**src/rtl/cascade_counter_if.sv**
```systemverilog
// Control and status bundle of one cascade_counter instance: step/load/clear
// requests in, packed digits and the carry/wrap flags out.
interface cascade_counter_if #(
  parameter int DIGITS = 4,
  parameter int BASE   = 10
);
  localparam int DW = ($clog2(BASE) < 1) ? 1 : $clog2(BASE);

  logic                 clear;
  logic                 load;
  logic [DIGITS*DW-1:0] load_value;
  logic                 enable;
  logic                 up;
  logic [DIGITS*DW-1:0] count;
  logic                 carry_out;
  logic                 wrap;
  logic                 sticky_wrap;

  modport master (
    output clear, load, load_value, enable, up,
    input  count, carry_out, wrap, sticky_wrap
  );

  modport slave (
    input  clear, load, load_value, enable, up,
    output count, carry_out, wrap, sticky_wrap
  );
endinterface

```
**src/rtl/cascade_counter.sv**
```systemverilog
// Multi-digit up/down modulo counter: DIGITS digits of radix BASE, with load,
// clear, a combinational chaining carry and registered wrap/sticky-wrap flags.
module cascade_counter #(
  parameter int DIGITS = 4,
  parameter int BASE   = 10
) (
  input  logic            clk,
  input  logic            reset,
  cascade_counter_if.slave bus
);
  localparam int DW = ($clog2(BASE) < 1) ? 1 : $clog2(BASE);
  localparam logic [DW-1:0] MAXD = DW'(BASE - 1);

  logic [DW-1:0] r_digit [DIGITS];
  logic          r_wrap;
  logic          r_sticky;

  logic [DW-1:0] w_clamp [DIGITS];
  logic [DW-1:0] w_next  [DIGITS];
  // Bit i is set when every digit below i is at max (up) / at zero (down).
  logic [DIGITS:0] w_all_max;
  logic [DIGITS:0] w_all_zero;
  logic            w_terminal;
  logic            w_step;

  always_comb begin
    w_all_max  = '0;
    w_all_zero = '0;
    w_all_max[0]  = 1'b1;
    w_all_zero[0] = 1'b1;
    for (int i = 0; i < DIGITS; i++) begin
      w_all_max[i+1]  = w_all_max[i]  & (r_digit[i] == MAXD);
      w_all_zero[i+1] = w_all_zero[i] & (r_digit[i] == '0);
    end
  end

  always_comb begin
    for (int i = 0; i < DIGITS; i++) begin
      w_next[i]  = r_digit[i];
      w_clamp[i] = bus.load_value[i*DW +: DW];
      if (w_clamp[i] > MAXD) w_clamp[i] = MAXD;
      // Explicit compare against BASE-1 so power-of-two radices wrap the same way.
      if (bus.up) begin
        if (w_all_max[i])
          w_next[i] = (r_digit[i] == MAXD) ? '0 : r_digit[i] + DW'(1);
      end else begin
        if (w_all_zero[i])
          w_next[i] = (r_digit[i] == '0) ? MAXD : r_digit[i] - DW'(1);
      end
    end
  end

  assign w_terminal    = bus.up ? w_all_max[DIGITS] : w_all_zero[DIGITS];
  assign w_step        = bus.enable & ~bus.clear & ~bus.load;
  assign bus.carry_out = w_step & w_terminal;

  always_ff @(posedge clk or posedge reset) begin
    if (reset) begin
      for (int i = 0; i < DIGITS; i++) r_digit[i] <= '0;
      r_wrap   <= 1'b0;
      r_sticky <= 1'b0;
    end else if (bus.clear) begin
      for (int i = 0; i < DIGITS; i++) r_digit[i] <= '0;
      r_wrap   <= 1'b0;
      r_sticky <= 1'b0;
    end else if (bus.load) begin
      for (int i = 0; i < DIGITS; i++) r_digit[i] <= w_clamp[i];
      r_wrap <= 1'b0;
    end else if (bus.enable) begin
      for (int i = 0; i < DIGITS; i++) r_digit[i] <= w_next[i];
      r_wrap <= w_terminal;
      if (w_terminal) r_sticky <= 1'b1;
    end else begin
      r_wrap <= 1'b0;
    end
  end

  genvar g;
  generate
    for (g = 0; g < DIGITS; g++) begin : g_pack
      assign bus.count[g*DW +: DW] = r_digit[g];
    end
  endgenerate

  assign bus.wrap        = r_wrap;
  assign bus.sticky_wrap = r_sticky;
endmodule

```
**src/flat_wrapper.sv**
```systemverilog
// flat-port wrapper written by rule: the top's interface ports become plain ports
module cascade_counter_flat 
#(
  parameter int DIGITS = 4,
  parameter int BASE   = 10
)
  (clk, reset, bus_clear, bus_load, bus_load_value, bus_enable, bus_up, bus_count, bus_carry_out, bus_wrap, bus_sticky_wrap);
  cascade_counter_if #(.DIGITS(DIGITS), .BASE(BASE)) bus_i ();
  input  logic clk;
  input  logic reset;
  input wire logic [$bits(bus_i.clear)-1:0] bus_clear;
  input wire logic [$bits(bus_i.load)-1:0] bus_load;
  input wire logic [$bits(bus_i.load_value)-1:0] bus_load_value;
  input wire logic [$bits(bus_i.enable)-1:0] bus_enable;
  input wire logic [$bits(bus_i.up)-1:0] bus_up;
  output wire logic [$bits(bus_i.count)-1:0] bus_count;
  output wire logic [$bits(bus_i.carry_out)-1:0] bus_carry_out;
  output wire logic [$bits(bus_i.wrap)-1:0] bus_wrap;
  output wire logic [$bits(bus_i.sticky_wrap)-1:0] bus_sticky_wrap;
  assign bus_i.clear = bus_clear;
  assign bus_i.load = bus_load;
  assign bus_i.load_value = bus_load_value;
  assign bus_i.enable = bus_enable;
  assign bus_i.up = bus_up;
  assign bus_count = bus_i.count;
  assign bus_carry_out = bus_i.carry_out;
  assign bus_wrap = bus_i.wrap;
  assign bus_sticky_wrap = bus_i.sticky_wrap;
  cascade_counter #(.DIGITS(DIGITS), .BASE(BASE)) u_core (.clk(clk), .reset(reset), .bus(bus_i));
endmodule
```
**config.mk**
```make
export PLATFORM = sky130hd
export DESIGN_NAME = cascade_counter_flat
export DESIGN_NICKNAME = d
export VERILOG_FILES = /design/src/rtl/cascade_counter_if.sv /design/src/rtl/cascade_counter.sv /design/src/flat_wrapper.sv
export SDC_FILE = /design/constraint.sdc
export NUM_CORES = 1
export LEC_CHECK = 0
export ABC_AREA = 1
export CAP_MARGIN = 20
export CORE_MARGIN = 2
export CORE_UTILIZATION = 30
export CTS_CLUSTER_DIAMETER = 60
export DETAILED_ROUTE_END_ITERATION = 10
export PLACE_DENSITY = 0.54
export REMOVE_ABC_BUFFERS = 1
export SYNTH_ARGS = -nofsm -noshare
export SYNTH_HDL_FRONTEND = slang
export SYNTH_SLANG_ARGS = --single-unit
```
**constraint.sdc**
```tcl
create_clock -name clk -period 2.1 [get_ports clk]
set_clock_uncertainty 0.2 [all_clocks]
set_input_delay 0.42 -clock clk [delete_from_list [all_inputs] [get_ports clk]]
set_output_delay 0.42 -clock clk [all_outputs]
set_load 0.1 [all_outputs]
```
### After elaboration in Yosys (flattened, before gate mapping)

Cells that the tools add are included.

| word-level totals | value |
|---|---|
| input port bits | 22 |
| flip-flop bits (word level) | 18 |
| word-level logic and storage cells | 84 |

| operators by class | value |
|---|---|
| $lt $le $gt $ge | 4 |
| eq/ne operators | 8 |
| bitwise operators | 11 |
| mux-type cells | 33 |
| reduce and logical (&&, ||, !) cells | 14 |
| add/sub/neg operators | 8 |

Operators by type and width:

| kind | count |
|---|---|
| 4-bit two-way mux | 22 |
| 16-bit two-way mux | 3 |
| 4-bit by 1-bit adder with 4-bit output, second input constant | 4 |
| 4-bit == test, second input constant | 4 |
| 4-bit greater-than comparator, second input constant | 4 |
| 4-bit zero test | 4 |
| 4-bit by 1-bit subtractor with 4-bit output, second input constant | 4 |
| 4-bit by 3-bit inequality test with 1-bit output, second input constant | 3 |
| 3-bit AND reduction | 4 |
| 4-bit nonzero test | 3 |
| 1-bit AND | 9 |
| 1-bit two-way mux | 8 |
| 2-bit nonzero test | 2 |
| 3-bit nonzero test | 1 |
| 2-bit inequality test, second input constant | 1 |
| 1-bit inverter | 2 |

### Logic depth before layout (Yosys ltp)

| depth | value |
|---|---|
| depth in word-level cells | 9 |
| depth in mapped cells | 10 |
| mapped depth without buffers | 10 |

### Worst setup path before layout

Ideal clock, no wire load.

| timing path | value |
|---|---|
| path type | flip-flop to output port |
| from | register u_core.r_digit, in the netlist u_core.bus.count[12] |
| to | output bus_carry_out |
| data required time | 1.480 ns |
| data arrival time | 2.370 ns |
| buffers on the path | 0 |
| slack | -0.890 ns |
| cell stages (with the launch flop) | 8 |
| path through | dfrtp_1 > ha_1 > nand3_1 > nor2_1 > nand4_1 > nand2_1 > nand2_1 > inv_1 |

| between the ends | value |
|---|---|
| cells in the longest elaborated chain, start to end | 4 |

Ends and longest elaborated chain:

| item | RTL line | source |
|---|---|---|
| start: declaration | cascade_counter.sv:14 | `logic [DW-1:0] r_digit [DIGITS];` |
| 4-bit == test / 4-bit zero test (equally long branches) | cascade_counter.sv:32, cascade_counter.sv:33 |  |
| 1-bit AND, on equally long branches | cascade_counter.sv:32, cascade_counter.sv:33 |  |
| 1-bit two-way mux (*) | cascade_counter.sv:53 | `assign w_terminal = bus.up ? w_all_max[DIGITS] : w_all_zero[DIGITS];` |
| 1-bit AND (*) | cascade_counter.sv:55 | `assign bus.carry_out = w_step & w_terminal;` |
| end: declaration | flat_wrapper.sv:17 | `output wire logic [$bits(bus_i.carry_out)-1:0] bus_carry_out;` |

Every way passes the cells marked *; elsewhere a longest branch is shown, timed or not.

### Worst setup path after layout

| timing path | value |
|---|---|
| from | input bus_up |
| to | output bus_carry_out |

| between the ends | value |
|---|---|
| cells in the longest elaborated chain, start to end | 2 |

Ends and longest elaborated chain:

| item | RTL line | source |
|---|---|---|
| start: declaration | flat_wrapper.sv:15 | `input wire logic [$bits(bus_i.up)-1:0] bus_up;` |
| 1-bit two-way mux | cascade_counter.sv:53 |  |
| 1-bit AND | cascade_counter.sv:55 |  |

Every way passes these cells.

==> qor.csv <==
stage,metric,value,unit
routing,remaining antenna violation count after routing,0,
global_route,vias in the first global route,2227,
place,DPL Wire Length,4790,um
synthesis,Synth Warn #,0,
routing,drt wl/cell,13.0,um
cts,CTS root buf,clkbuf_8,
synthesis,Post-synth EDFFs,0,
floorplan,Starting Density,31.0,%
cts,"Hold-fix buffers, CTS",0,
floorplan,Ports,41,
synthesis,mux contribution to synthesized area,0,%
worst_setup_path,crit path DAT,1.65,ns
synthesis,Synth Area in XOR/XNOR,0.480,%
power,maximum vdd ir drop,0.553,mV
place,placed instance area,0.00298,sq mm
floorplan,Die H,82.0,um
floorplan,Rows,28,
cts,CTS tree,yes,
global_route,first-pass GRT wire length,10400,um
cells_and_area,# diodes,0,
routing,Residual DRC,0,
floorplan,area of the die,0.00672,sq mm
worst_setup_path,crit-path max cell delay,0.56,ns
global_route,gr usage total,19.8,%
power,sequential power share,21.3,%
sta,Final period util,108,%
sta,Period minus WS final,2.27,ns
place,Final Wtd Congestion,0.872,
synthesis,compound-gate portion of the synthesized area,16.5,%
cells_and_area,fin util,55.2,%
sta,worst slew pin tran,0.282,ns
cells_and_area,share of layout cells above drive strength 1,36.4,%
cts,# H-tree levels,1,
cts,Worst-path clk slew,0.08,ns
sta,Final WS setup,-0.171,ns
routing,vias per std cell,4.82,
cts,clock buffer depth,2,
sta,final setup fails,1,
worst_setup_path,CP startpoint kind,primary input,
synthesis,Synth Area in Adders,9.60,%
status,failing checks,negative setup slack,
synthesis,largest family of logic cells by synthesized area,simple AND/OR/NAND/NOR gates,
synthesis,mapped cell area,0.00182,sq mm
worst_setup_path,FF-to-FF path depth,10,
routing,Routed WL,6170,um
worst_setup_path,data required time of the worst path,1.48,ns
worst_setup_path,Crit. End Element,output pin,
power,Comb pwr share,63.4,%
worst_setup_path,Worst path slowest cell,clkdlybuf4s50_1,
sta,max-slew violations,0,
sta,RSZ-0062 raised after global routing,true,
power,leakage power,1.57,nW
synthesis,"Seq/Total Area, Yosys",24.7,%
cts,clk_lat worst skew,0.26,ns
cells_and_area,Filler cells,545,
global_route,largest net degree at the start of global routing,19,
global_route,grt ovf,0,
status,outcome,"finished, violations left",
synthesis,most common flop cell mapped by yosys,dfrtp_1,
job,max_cap viols,0,
synthesis,Yosys cell types,26,
synthesis,asr flop ratio synth,100,%
routing,Pre-Repair DR Iteration Count,4,
cells_and_area,Layout Nets,438,
synthesis,simple-gate share of the synthesized area,39.9,%
worst_setup_path,Most Frequent Cell on Critical Path,inv_2,
min_path,worst hold-check path type,in -> async,
synthesis,cell count after synthesis,286,
routing,via count,2296,
floorplan,core box area,0.00589,sq mm
place,IO buf count,40,
routing,initial DRC count,109,
power,Psw,0.916,mW
power,PnR Total Power,2.02,mW
global_route,initial antenna violation count,0,
power,internal power,1.10,mW
sta,Slew HR,81.2,%
cells_and_area,fin area,0.00325,sq mm
worst_setup_path,crit-path max FO,4,
power,pwr dens,620,mW/mm^2
synthesis,syn avg cell area,6.38,sq um
cts,TritonCTS buffer count,3,
sta,WHS,0.269,ns
worst_setup_path,Crit Path Class,in -> out,
synthesis,Seq cells post-synth,18,
power,clock power share,15.3,%
cells_and_area,area added between synthesis and finish,78.1,%
sta,Fmax,440,MHz
worst_setup_path,critical-path cell list,clkdlybuf4s50_1 > inv_2 > nor2_1 > nand4_1 > nand2_1 > nand2_2 > inv_2 > buf_12,
cts,CTS sink count,18,
sta,final hold violations,0,
place,Setup WS pre-CTS,-0.199,ns
floorplan,die extent in x,82.0,um
power,sw frac,45.4,%
[sequential cells by signal (all words and copies together), names as in the netlist]
register,flops
u_core.bus.count,16
u_core.bus.sticky_wrap,1
u_core.bus.wrap,1
[path summary, 6_finish.rpt]
| check | from | end | slack [ns] |
|---|---|---|---|
| max in group asynchronous | reset | u_core.bus.count[0] | 1.21 |
| max | bus_up | bus_carry_out | -0.17 |
| min | reset | u_core.bus.sticky_wrap | 0.27 |
| min in group clk | u_core.bus.sticky_wrap | u_core.bus.sticky_wrap | 0.37 |
| max reg2reg | u_core.bus.count[0] | u_core.bus.count[13] | 0.24 |
| min reg2reg | u_core.bus.sticky_wrap | u_core.bus.sticky_wrap | 0.37 |
[stage by stage]
stage          TNS [ns]  std cells
3_5_place_dp      -2.37        461
3_3_place_gp      -1.54        461
6_report         -0.171        476
2_1_floorplan     -4.80        281
4_1_cts          -0.157        475
5_1_grt          -0.260        476
[cells in the mapped netlist (2+ instances only)]
cell	number	share of area, %
dfrtp_1	18	25
inv_1	27	5.6
a31oi_1	2	0.69
buf_2	3	0.82
o211ai_1	5	2.1
a21oi_1	21	5.8
nor2_2	2	0.69
nand2_1	67	14
inv_2	6	1.2
nor2_1	30	6.2
nand2_2	3	1.0
nor3_1	2	0.55
o21ai_0	24	6.6
nand3_1	39	11
ha_1	14	9.6
o21ai_1	5	1.4
nand2_4	2	1.2
nand4_1	8	2.7
[placed cells by master, fill, tap and decap left out, types with 2 or more instances in the layout]
cell type	Yosys	final
clkbuf_8	0	4
nand2_1	67	63
nand2_2	3	7
dfrtp_1	18	17
nand2_4	2	2
nand3_4	1	2
buf_12	0	20
clkdlybuf4s50_1	0	21
nor2_1	30	26
nor2_2	2	2
o21ai_0	24	24
ha_2	0	2
a31oi_1	2	2
o21ai_1	5	5
inv_2	6	17
ha_1	14	7
nand3_1	39	36
o211ai_1	5	5
nor2_4	0	4
nand4_1	8	8
buf_4	1	75
ha_4	0	5
nand3_2	1	3
inv_1	27	16
a21oi_1	21	21
[worst max-delay path, delay by kind of cell]
family	cells	cell delay, ns
buffers and inverters	4	0.88
and+or+nand+nor	4	0.35
[what timing repair did]
| action | CTS | global route |
|---|---|---|
| gates resized for setup | 39 | 2 |
| pin swaps | 11 | 2 |
| setup buffers | 10 | 1 |
| hold endpoints to repair | 0 | 0 |
| cloned | 0 | 0 |
| setup endpoints to repair | 1 | 10 |
[cell families after synthesis]
logic type      after synthesis
compound gates               57
xor+xnor                      1
fa+ha+maj                    14
buf+inv                      39
flops                        18
simple gates                157
[power by group through the flow]
stage / Sequential [mW] / Clock (mW) / Combinational, mW
6_report: 0.429 / 0.309 / 1.28
5_1_grt: 0.434 / 0.335 / 1.37
4_1_cts: 0.428 / 0.318 / 1.26
3_5_place_dp: 0.426 / 0 / 1.16
3_3_place_gp: 0.427 / 0 / 1.15
2_1_floorplan: 0.723 / 0 / 0.341
[cell type report]
class	count	area, sq um	share of cell area [%]
clock buffer	4	55.1	1.69
inverter	34	128	3.93
multi-input combinational	229	1350	41.5
sequential	18	452	13.9
tap	75	93.8	2.89
timing repair buffer	116	1170	36.1
[routing by layer]
layer  GRT usage [%]  up-vias  share of wire (%)
met4            4.83        0                1.3
li1                -     1197                  -
met1            25.2     1042                 45
met3            3.08        8                4.1
met2            34.7       49                 50
met5               0        -                  0
(Power assumes the default switching activity.)
